==> config.mk <==
export PLATFORM = sky130hd
export DESIGN_NAME = alu_sequencer_flat
export DESIGN_NICKNAME = d
export VERILOG_FILES = /design/src/rtl/alu_sequencer_if.sv /design/src/rtl/alu_sequencer.sv /design/src/flat_wrapper.sv
export SDC_FILE = /design/constraint.sdc
export NUM_CORES = 1
export LEC_CHECK = 0
export BUFFER_PORTS_ARGS = -buffer_cell sky130_fd_sc_hd__buf_2
export CAP_MARGIN = 20
export CORE_MARGIN = 5
export CORE_UTILIZATION = 49
export CTS_BUF_LIST = sky130_fd_sc_hd__clkbuf_4 sky130_fd_sc_hd__clkbuf_8 sky130_fd_sc_hd__clkbuf_16
export DETAILED_ROUTE_END_ITERATION = 10
export PLACE_DENSITY = 0.84
export SKIP_CTS_REPAIR_TIMING = 1
export SLEW_MARGIN = 0
export SYNTH_ARGS = -nofsm -noshare
export SYNTH_HDL_FRONTEND = slang
export SYNTH_SLANG_ARGS = --single-unit
==> constraint.sdc <==
create_clock -name clk -period 1.65 [get_ports clk]
set_input_delay 0.33 -clock clk [delete_from_list [all_inputs] [get_ports clk]]
set_output_delay 0.33 -clock clk [all_outputs]
set_load 0.03 [all_outputs]
==> src/rtl/alu_sequencer_if.sv <==
// rtl/alu_sequencer_if.sv - handshake and control bundle between datapath and sequencer
//
// Purpose: groups the signals exchanged between the 8-bit ALU datapath
// register block and alu_sequencer.
//
// Signals:
//   start    datapath -> sequencer  operation request, held until stop
//   opcode   datapath -> sequencer  00 add, 01 sub, 10 multiply, 11 divide
//   q0       datapath -> sequencer  Q[0]
//   q1       datapath -> sequencer  Booth extra bit Q-1
//   a_msb    datapath -> sequencer  A[7], accumulator sign
//   cs       sequencer -> datapath  control word (one step per cycle)
//   stop     sequencer -> datapath  end-of-operation pulse
//   busy     sequencer -> datapath  high outside IDLE
//   iter     sequencer -> datapath  remaining iterations
//   rem_neg  sequencer -> datapath  divide left a negative remainder
//
// Modports: master = datapath side, slave = sequencer side.

interface alu_sequencer_if #(
  parameter int CNT_W = 4
);
  logic             start;
  logic [1:0]       opcode;
  logic             q0;
  logic             q1;
  logic             a_msb;
  logic [7:0]       cs;
  logic             stop;
  logic             busy;
  logic [CNT_W-1:0] iter;
  logic             rem_neg;

  modport master (
    output start, opcode, q0, q1, a_msb,
    input  cs, stop, busy, iter, rem_neg
  );

  modport slave (
    input  start, opcode, q0, q1, a_msb,
    output cs, stop, busy, iter, rem_neg
  );
endinterface

==> src/rtl/alu_sequencer.sv <==
// rtl/alu_sequencer.sv - control sequencer for the 8-bit ALU datapath
//
// Purpose: turns a start request plus opcode into a per-cycle control word
// for the datapath. Add/sub take one arithmetic step. Multiply runs Booth
// radix-2 with WIDTH ARITH/SHIFT pairs. Divide runs non-restoring division
// with WIDTH SHIFT/ARITH pairs. Every operation ends with WRITE, then a one
// cycle DONE (stop), then WAIT_CLR until start is released.
//
// Ports:
//   clk   system clock, rising edge
//   rst   asynchronous reset, active-high
//   bus   alu_sequencer_if.slave
//         inputs : start, opcode, q0, q1, a_msb
//         outputs: cs[7:0], stop, busy, iter[CNT_W-1:0], rem_neg
//
// cs bits: [0] idle, [1] load, [2] add, [3] subtract, [4] shift,
//          [5] write result, [6] done, [7] wait-for-clear.

module alu_sequencer #(
  parameter int WIDTH = 8,
  parameter int CNT_W = 4
) (
  input  logic              clk,
  input  logic              rst,
  alu_sequencer_if.slave    bus
);

  localparam logic [2:0] S_IDLE     = 3'd0;
  localparam logic [2:0] S_LOAD     = 3'd1;
  localparam logic [2:0] S_ARITH    = 3'd2;
  localparam logic [2:0] S_SHIFT    = 3'd3;
  localparam logic [2:0] S_WRITE    = 3'd4;
  localparam logic [2:0] S_DONE     = 3'd5;
  localparam logic [2:0] S_WAIT_CLR = 3'd6;

  localparam logic [1:0] OP_ADD = 2'b00;
  localparam logic [1:0] OP_SUB = 2'b01;
  localparam logic [1:0] OP_MUL = 2'b10;
  localparam logic [1:0] OP_DIV = 2'b11;

  localparam logic [CNT_W-1:0] ITER_INIT = CNT_W'(WIDTH);
  localparam logic [CNT_W-1:0] ITER_ONE  = CNT_W'(1);
  localparam logic [CNT_W-1:0] ITER_ZERO = '0;

  logic [2:0]       state;
  logic [1:0]       op;
  logic             div_sub;
  logic [CNT_W-1:0] iter_q;
  logic             rem_neg_q;
  logic [7:0]       cs;

  // The last iteration is the one that sees iter == 1 before decrementing.
  logic last_iter;
  assign last_iter = (iter_q <= ITER_ONE);

  // Saturating decrement: iter can never wrap below zero.
  logic [CNT_W-1:0] iter_dec;
  assign iter_dec = (iter_q == ITER_ZERO) ? ITER_ZERO : (iter_q - ITER_ONE);

  always_ff @(posedge clk or posedge rst) begin
    if (rst) begin
      state     <= S_IDLE;
      op        <= OP_ADD;
      div_sub   <= 1'b1;
      iter_q    <= ITER_ZERO;
      rem_neg_q <= 1'b0;
    end else begin
      case (state)
        S_IDLE: begin
          if (bus.start) begin
            op        <= bus.opcode;
            iter_q    <= ITER_INIT;
            rem_neg_q <= 1'b0;
            state     <= S_LOAD;
          end
        end

        S_LOAD: begin
          if (op == OP_DIV) begin
            // Non-restoring division always begins with a trial subtract.
            div_sub <= 1'b1;
            state   <= S_SHIFT;
          end else begin
            state <= S_ARITH;
          end
        end

        S_ARITH: begin
          case (op)
            OP_MUL: begin
              state <= S_SHIFT;
            end
            OP_DIV: begin
              iter_q <= iter_dec;
              state  <= last_iter ? S_WRITE : S_SHIFT;
            end
            default: begin
              // Add/sub: a single step; iter is parked at zero for WRITE on.
              iter_q <= ITER_ZERO;
              state  <= S_WRITE;
            end
          endcase
        end

        S_SHIFT: begin
          case (op)
            OP_MUL: begin
              iter_q <= iter_dec;
              state  <= last_iter ? S_WRITE : S_ARITH;
            end
            OP_DIV: begin
              // The sign of A before this shift picks the next step:
              // non-negative -> subtract, negative -> add back.
              div_sub <= ~bus.a_msb;
              state   <= S_ARITH;
            end
            default: begin
              state <= S_WRITE;
            end
          endcase
        end

        S_WRITE: begin
          if (op == OP_DIV) begin
            rem_neg_q <= bus.a_msb;
          end
          state <= S_DONE;
        end

        S_DONE: begin
          state <= S_WAIT_CLR;
        end

        S_WAIT_CLR: begin
          // Holding start here must not re-trigger; wait for a full release.
          if (!bus.start) begin
            state <= S_IDLE;
          end
        end

        default: begin
          state <= S_IDLE;
        end
      endcase
    end
  end

  // Control word decode. Only the multiply ARITH step looks at live inputs
  // (Booth pair q0/q1); everything else depends on registered state/flags.
  always_comb begin
    cs = 8'b0;
    case (state)
      S_IDLE:     cs[0] = 1'b1;
      S_LOAD:     cs[1] = 1'b1;
      S_ARITH: begin
        case (op)
          OP_ADD: cs[2] = 1'b1;
          OP_SUB: cs[3] = 1'b1;
          OP_MUL: begin
            // Booth pair {Q0,Q-1}: 01 add M, 10 subtract M, 00/11 nothing.
            cs[2] = ~bus.q0 &  bus.q1;
            cs[3] =  bus.q0 & ~bus.q1;
          end
          default: begin
            cs[3] =  div_sub;
            cs[2] = ~div_sub;
          end
        endcase
      end
      S_SHIFT:    cs[4] = 1'b1;
      S_WRITE:    cs[5] = 1'b1;
      S_DONE:     cs[6] = 1'b1;
      S_WAIT_CLR: cs[7] = 1'b1;
      default:    cs    = 8'b0;
    endcase
  end

  assign bus.cs      = cs;
  assign bus.stop    = (state == S_DONE);
  assign bus.busy    = (state != S_IDLE);
  assign bus.iter    = iter_q;
  assign bus.rem_neg = rem_neg_q;

endmodule

==> src/flat_wrapper.sv <==
// flat-port wrapper written by rule: the top's interface ports become plain ports
module alu_sequencer_flat 
#(
  parameter int WIDTH = 8,
  parameter int CNT_W = 4
)
  (clk, rst, bus_start, bus_opcode, bus_q0, bus_q1, bus_a_msb, bus_cs, bus_stop, bus_busy, bus_iter, bus_rem_neg);
  alu_sequencer_if #(.CNT_W(CNT_W)) bus_i ();
  input  logic clk;
  input  logic rst;
  input wire logic [$bits(bus_i.start)-1:0] bus_start;
  input wire logic [$bits(bus_i.opcode)-1:0] bus_opcode;
  input wire logic [$bits(bus_i.q0)-1:0] bus_q0;
  input wire logic [$bits(bus_i.q1)-1:0] bus_q1;
  input wire logic [$bits(bus_i.a_msb)-1:0] bus_a_msb;
  output wire logic [$bits(bus_i.cs)-1:0] bus_cs;
  output wire logic [$bits(bus_i.stop)-1:0] bus_stop;
  output wire logic [$bits(bus_i.busy)-1:0] bus_busy;
  output wire logic [$bits(bus_i.iter)-1:0] bus_iter;
  output wire logic [$bits(bus_i.rem_neg)-1:0] bus_rem_neg;
  assign bus_i.start = bus_start;
  assign bus_i.opcode = bus_opcode;
  assign bus_i.q0 = bus_q0;
  assign bus_i.q1 = bus_q1;
  assign bus_i.a_msb = bus_a_msb;
  assign bus_cs = bus_i.cs;
  assign bus_stop = bus_i.stop;
  assign bus_busy = bus_i.busy;
  assign bus_iter = bus_i.iter;
  assign bus_rem_neg = bus_i.rem_neg;
  alu_sequencer #(.WIDTH(WIDTH), .CNT_W(CNT_W)) u_core (.clk(clk), .rst(rst), .bus(bus_i));
endmodule
* Word-level counts from Yosys, hierarchy flattened
Index checks and enable logic that the tools add are counted.
Storage, ports and cells: output and inout bits 15, register bits 11
Cells by class: reductions and logical operators 12, $lt $le $gt $ge 1, add/subtract/negate cells 1, bitwise operators 6, muxes and demuxes 28, equality and inequality tests 16
Operators with widths (number):
- one-hot mux 3 bit (7 select lines) | 1
- 2-to-1 mux 3 bit | 4
- 2-to-1 mux 4 bit | 3
- one-hot mux 3 bit (2 select lines) | 2
- one-hot mux 4 bit (3 select lines) | 1
- 2-to-1 mux 1 bit | 11
- == test 3 bit, second input constant | 3
- inequality test 2 bit, second input constant | 4
- one-hot mux 4 bit (2 select lines) | 1
- == test 3 x 2 -> 1 bit, second input constant | 2
- inequality test 2 x 1 -> 1 bit, second input constant | 3
- one-hot mux 1 bit (3 select lines) | 2
- AND reduction 3 bit | 2
- nonzero test 3 bit | 2
- == test 2 bit, second input constant | 2
- <= comparator 4 x 1 -> 1 bit, second input constant | 1
- logical NOT 4 bit | 1
- inverter 1 bit | 4
- one-hot mux 1 bit (2 select lines) | 2
- AND reduction 2 bit | 2
- AND reduction 4 bit | 1
- nonzero test 2 bit | 2
- subtractor 4 x 1 -> 4 bit, second input constant | 1
- == test 3 x 1 -> 1 bit, second input constant | 1
- other kinds (5) | 6

* Logic depth before layout (Yosys ltp)
depth in word-level cells 4, mapped depth 5, gate-level depth less buffers 4

* Worst setup path after synthesis
OpenSTA, ideal clock, no wires.
path kind register -> output, start register u_core.op[1], end output port bus_cs[3], stages on the path, launching flop included 5, arrival 1.517 ns, path slack -0.197 ns, path buffers 1, data required time 1.320 ns, path through dfrtp_1 > clkbuf_1 > nor2b_1 > a32oi_1 > nor3_1
Between the ends: longest elaborated chain between the ends 3, elaborated cells between the ends (all ways) 5, classes of those cells eq/ne: 2; mux: 2; reduce/logical: 1
RTL lines:
- from (decl) | RTL line alu_sequencer.sv:46 | logic [1:0] op;
- from (signal assigned) | RTL line alu_sequencer.sv:71 | op <= bus.opcode;
- == test 2 bit (tied with other cells) | RTL line alu_sequencer.sv:156 | case (op)
- one-hot mux 1 bit (3 select lines) (*) | RTL line alu_sequencer.sv:156
- 2-to-1 mux 2 bit (*) | RTL line alu_sequencer.sv:152 | case (state)
- to (decl) | RTL line flat_wrapper.sv:16 | output wire logic [$bits(bus_i.cs)-1:0] bus_cs;
Mark *: on every way between the ends. The rest lies on a longest branch, timed or not.

* Final worst setup path
start register u_core.state[0], end output port bus_cs[5]
Between the ends: longest elaborated chain between the ends 2
RTL lines:
- from (decl) | RTL line alu_sequencer.sv:45 | logic [2:0] state;
- from (signal assigned) | RTL line alu_sequencer.sv:95 | state <= last_iter ? S_WRITE : S_SHIFT;
- from (signal assigned) | RTL line alu_sequencer.sv:109 | state <= last_iter ? S_WRITE : S_ARITH;
- == test 3 bit | RTL line alu_sequencer.sv:152
- 2-to-1 mux 1 bit | RTL line alu_sequencer.sv:152
No other way between the ends.

==> flow_summary.json <==
{
  "outcome": "complete, but fails checks",
  "violations": "negative setup slack",
  "numCtsBuffers": 3,
  "clkPwrFrac_pct": 7.3,
  "filler_cell_count": 109,
  "post_dp_cell_area_sq_um": 905,
  "ys.warnings.count": 0,
  "critPathKind": "reg -> out",
  "rr_startpoint": "u_core.op[0]",
  "p_switching_mw": 1.28,
  "postSynthCellCount": 85,
  "crit_fanout": 7,
  "vias": 833,
  "maxSlewViolCount": 0,
  "finalHoldViolations": 0,
  "cts-root-buf": "clkbuf_4",
  "finalSetupViolations": 5,
  "fin_crit_sh_pct": 103,
  "p_int_mw": 1.32,
  "dieArea_sq_um": 2390,
  "grt_max_degree": 15,
  "avgSynthCellArea_sq_um": 8.70,
  "cts_tree": "yes",
  "dr_wl_met3_microns": 236,
  "drc": 0,
  "routed.top_layer": "met4",
  "synth_cell_type_count": 35,
  "met2_length_microns": 1280,
  "dp_hpwl_microns": 1430,
  "p_leak_nw": 0.502,
  "final_area_sq_um": 1070,
  "synth-compound-area-share_pct": 22.3,
  "grt_pass1_wl_microns": 3340,
  "ys_ff_latch": 11,
  "dr.pass1.iters": 6,
  "areaGrowthSynthToFinish_pct": 45.2,
  "place.gp.congestion": 0.848,
  "synth_area_sq_um": 739,
  "antenna_found_initial": 0,
  "hp-class": "in -> async",
  "finClkSkew_ps": 2.06,
  "clkSinkCount": 11,
  "worstPathRequired_ps": 1320,
  "multi_input_area_sq_um": 477,
  "m1WireLength_microns": 874,
  "rows": 14,
  "ff_latch_area_sq_um": 282,
  "fmax_mhz": 589,
  "max_slew_margin_pct": 69.5,
  "port_buffers": 22,
  "drive_gt1_share_pct": 53.3,
  "worstPathArrival_ps": 1370,
  "fp.dieW_microns": 48.8,
  "n_antenna_cell": 0,
  "synth_edf_count": 0,
  "r2r-end": "u_core.bus.iter[2]",
  "synth.area.mux_share_pct": 3.05,
  "ys_async_sr_fraction_pct": 100,
  "synthAdderAreaFrac_pct": 0,
  "synth_top_family_by_area": "simple AND/OR/NAND/NOR gates",
  "synth_sequential_area_ratio_pct": 37.4,
  "power.density_nw_per_um2": 2420,
  "maxCapViolations": 0,
  "core_area_sq_um": 1470,
  "wl_microns": 2450,
  "cts_buffer_depth": 2,
  "syn-num-nets": 93,
  "wl_per_cell_microns": 18.0,
  "power_frac_seq_pct": 24.6,
  "vdd_ir_drop_max_mv": 1.61,
  "final_nets": 129,
  "synth_xor_area_share_pct": 2.37,
  "start_util_pct": 50.3,
  "ys.flop_type": "dfrtp_1",
  "gr-total-overflow": 0,
  "ff2ff_path_depth": 5,
  "drtIter0Drc": 34,
  "htree_levels": 1,
  "clkTransAtPathRegs_ps": 70,
  "synthSimpleGateAreaFrac_pct": 28.8,
  "setup_slack_ps": -47.4,
  "grt_pass1_vias": 757,
  "p_comb_share_pct": 68.1,
  "worst_skew_pair.late_latency_ps": 280,
  "ios": 23,
  "tightest_slew_ps": 452,
  "rsz0062_at_grt": "true",
  "fp.dieH_microns": 48.8,
  "final.min_clock_period_ps": 1700,
  "antenna_left": 0,
  "r2r_slack_ps": 10,
  "p_sw_share_pct": 49.2,
  "vias_per_cell": 6.13,
  "fin_util_pct": 73.0,
  "track_usage_pct": 17.4,
  "start_kind": "flop",
  "end_kind": "primary output"
}
-- stage by stage --
stage               setup slack (ps)  total power, mW  hold slack (ps)  std cells  setup TNS, ps
global placement                 141             1.92              346        123              0
global route                   -92.1             2.76             77.9        136           -468
floorplan                       12.8             1.59              182         85              0
detailed placement              91.6             1.96              345        123              0
CTS                             -182             2.16             45.9        127           -878
finish                         -47.4             2.60             44.4        136           -139
-- state kept, by name (all words and copies together) (netlist names) --
signal              flops
u_core.div_sub          1
u_core.bus.rem_neg      1
u_core.bus.iter         4
u_core.op               2
u_core.state            3
-- worst max path at each step --
| stage | startpoint | endpoint | slack (ps) |
|---|---|---|---|
| CTS | u_core.op[1] | bus_cs[3] | -180 |
| global route | u_core.state[0] | bus_cs[5] | -90 |
| finish | u_core.state[0] | bus_cs[5] | -50 |
| global placement | u_core.op[0] | u_core.bus.iter[2] | 140 |
| detailed placement | u_core.state[1] | u_core.bus.iter[1] | 90 |
| floorplan | u_core.state[0] | bus_cs[6] | 10 |
-- critical path, stage by stage, from the launching register on --
cell and delay, ps:
dfrtp_1 420, buf_4 180, nor2_2 160, and2_1 150, clkbuf_4 180
-- synthesized netlist by cell type (all sizes together), types with 3 or more instances --
| cell | number | area, sq um |
|---|---|---|
| dfrtp | 10 | 250 |
| a21oi | 4 | 20.0 |
| clkbuf | 4 | 15.0 |
| nor2b | 3 | 18.8 |
| o21ai | 8 | 40.0 |
| nor2 | 4 | 15.0 |
| and2 | 3 | 18.8 |
| nor3b | 4 | 35.0 |
| nor3 | 4 | 20.0 |
| nand2b | 4 | 25.0 |
| nand2 | 6 | 22.5 |
| inv | 4 | 15.0 |
-- final cells by class --
class | instances | share of cell area [%]
Sequential cell | 11 | 26.2
Timing Repair Buffer | 37 | 23.5
Tap cell | 16 | 1.86
Clock buffer | 3 | 2.10
Multi-Input combinational cell | 64 | 44.4
Inverter | 4 | 1.40
Clock inverter | 1 | 0.466
-- cell usage in the layout (no fill, tap or decap), types with 3 or more instances in the layout --
master | netlist | final
nand2_1 | 6 | 5
buf_4 | 2 | 16
nor2_1 | 4 | 3
dfrtp_1 | 10 | 6
dfrtp_2 | 0 | 4
clkbuf_4 | 0 | 4
buf_2 | 0 | 15
nand2b_1 | 4 | 4
a21oi_1 | 4 | 4
buf_6 | 0 | 4
inv_1 | 4 | 3
o21ai_0 | 8 | 7
-- power by group through the flow --
stage	logic, mW	clock network [mW]	registers, mW
2_1_floorplan	0.952	0	0.634
3_3_place_gp	1.29	0	0.623
3_5_place_dp	1.32	0	0.636
4_1_cts	1.33	0.194	0.631
5_1_grt	1.90	0.207	0.653
6_report	1.77	0.190	0.640
-- cell families (layout without fill, tap and decap cells) --
family / Yosys count / after routing
flip-flops: 11 / 11
buffers and inverters: 10 / 45
AO/OA/AOI/OAI: 25 / 25
AND/OR/NAND/NOR: 35 / 35
multiplexers: 2 / 2
XOR/XNOR: 2 / 2
-- routing by layer --
layer  global-route usage, %  up-vias
met5                       0        -
met2                    29.1       54
met1                    19.5      393
met3                    4.59        9
met4                    10.3        0
li1                        -      377
(Power assumes the default switching activity.)
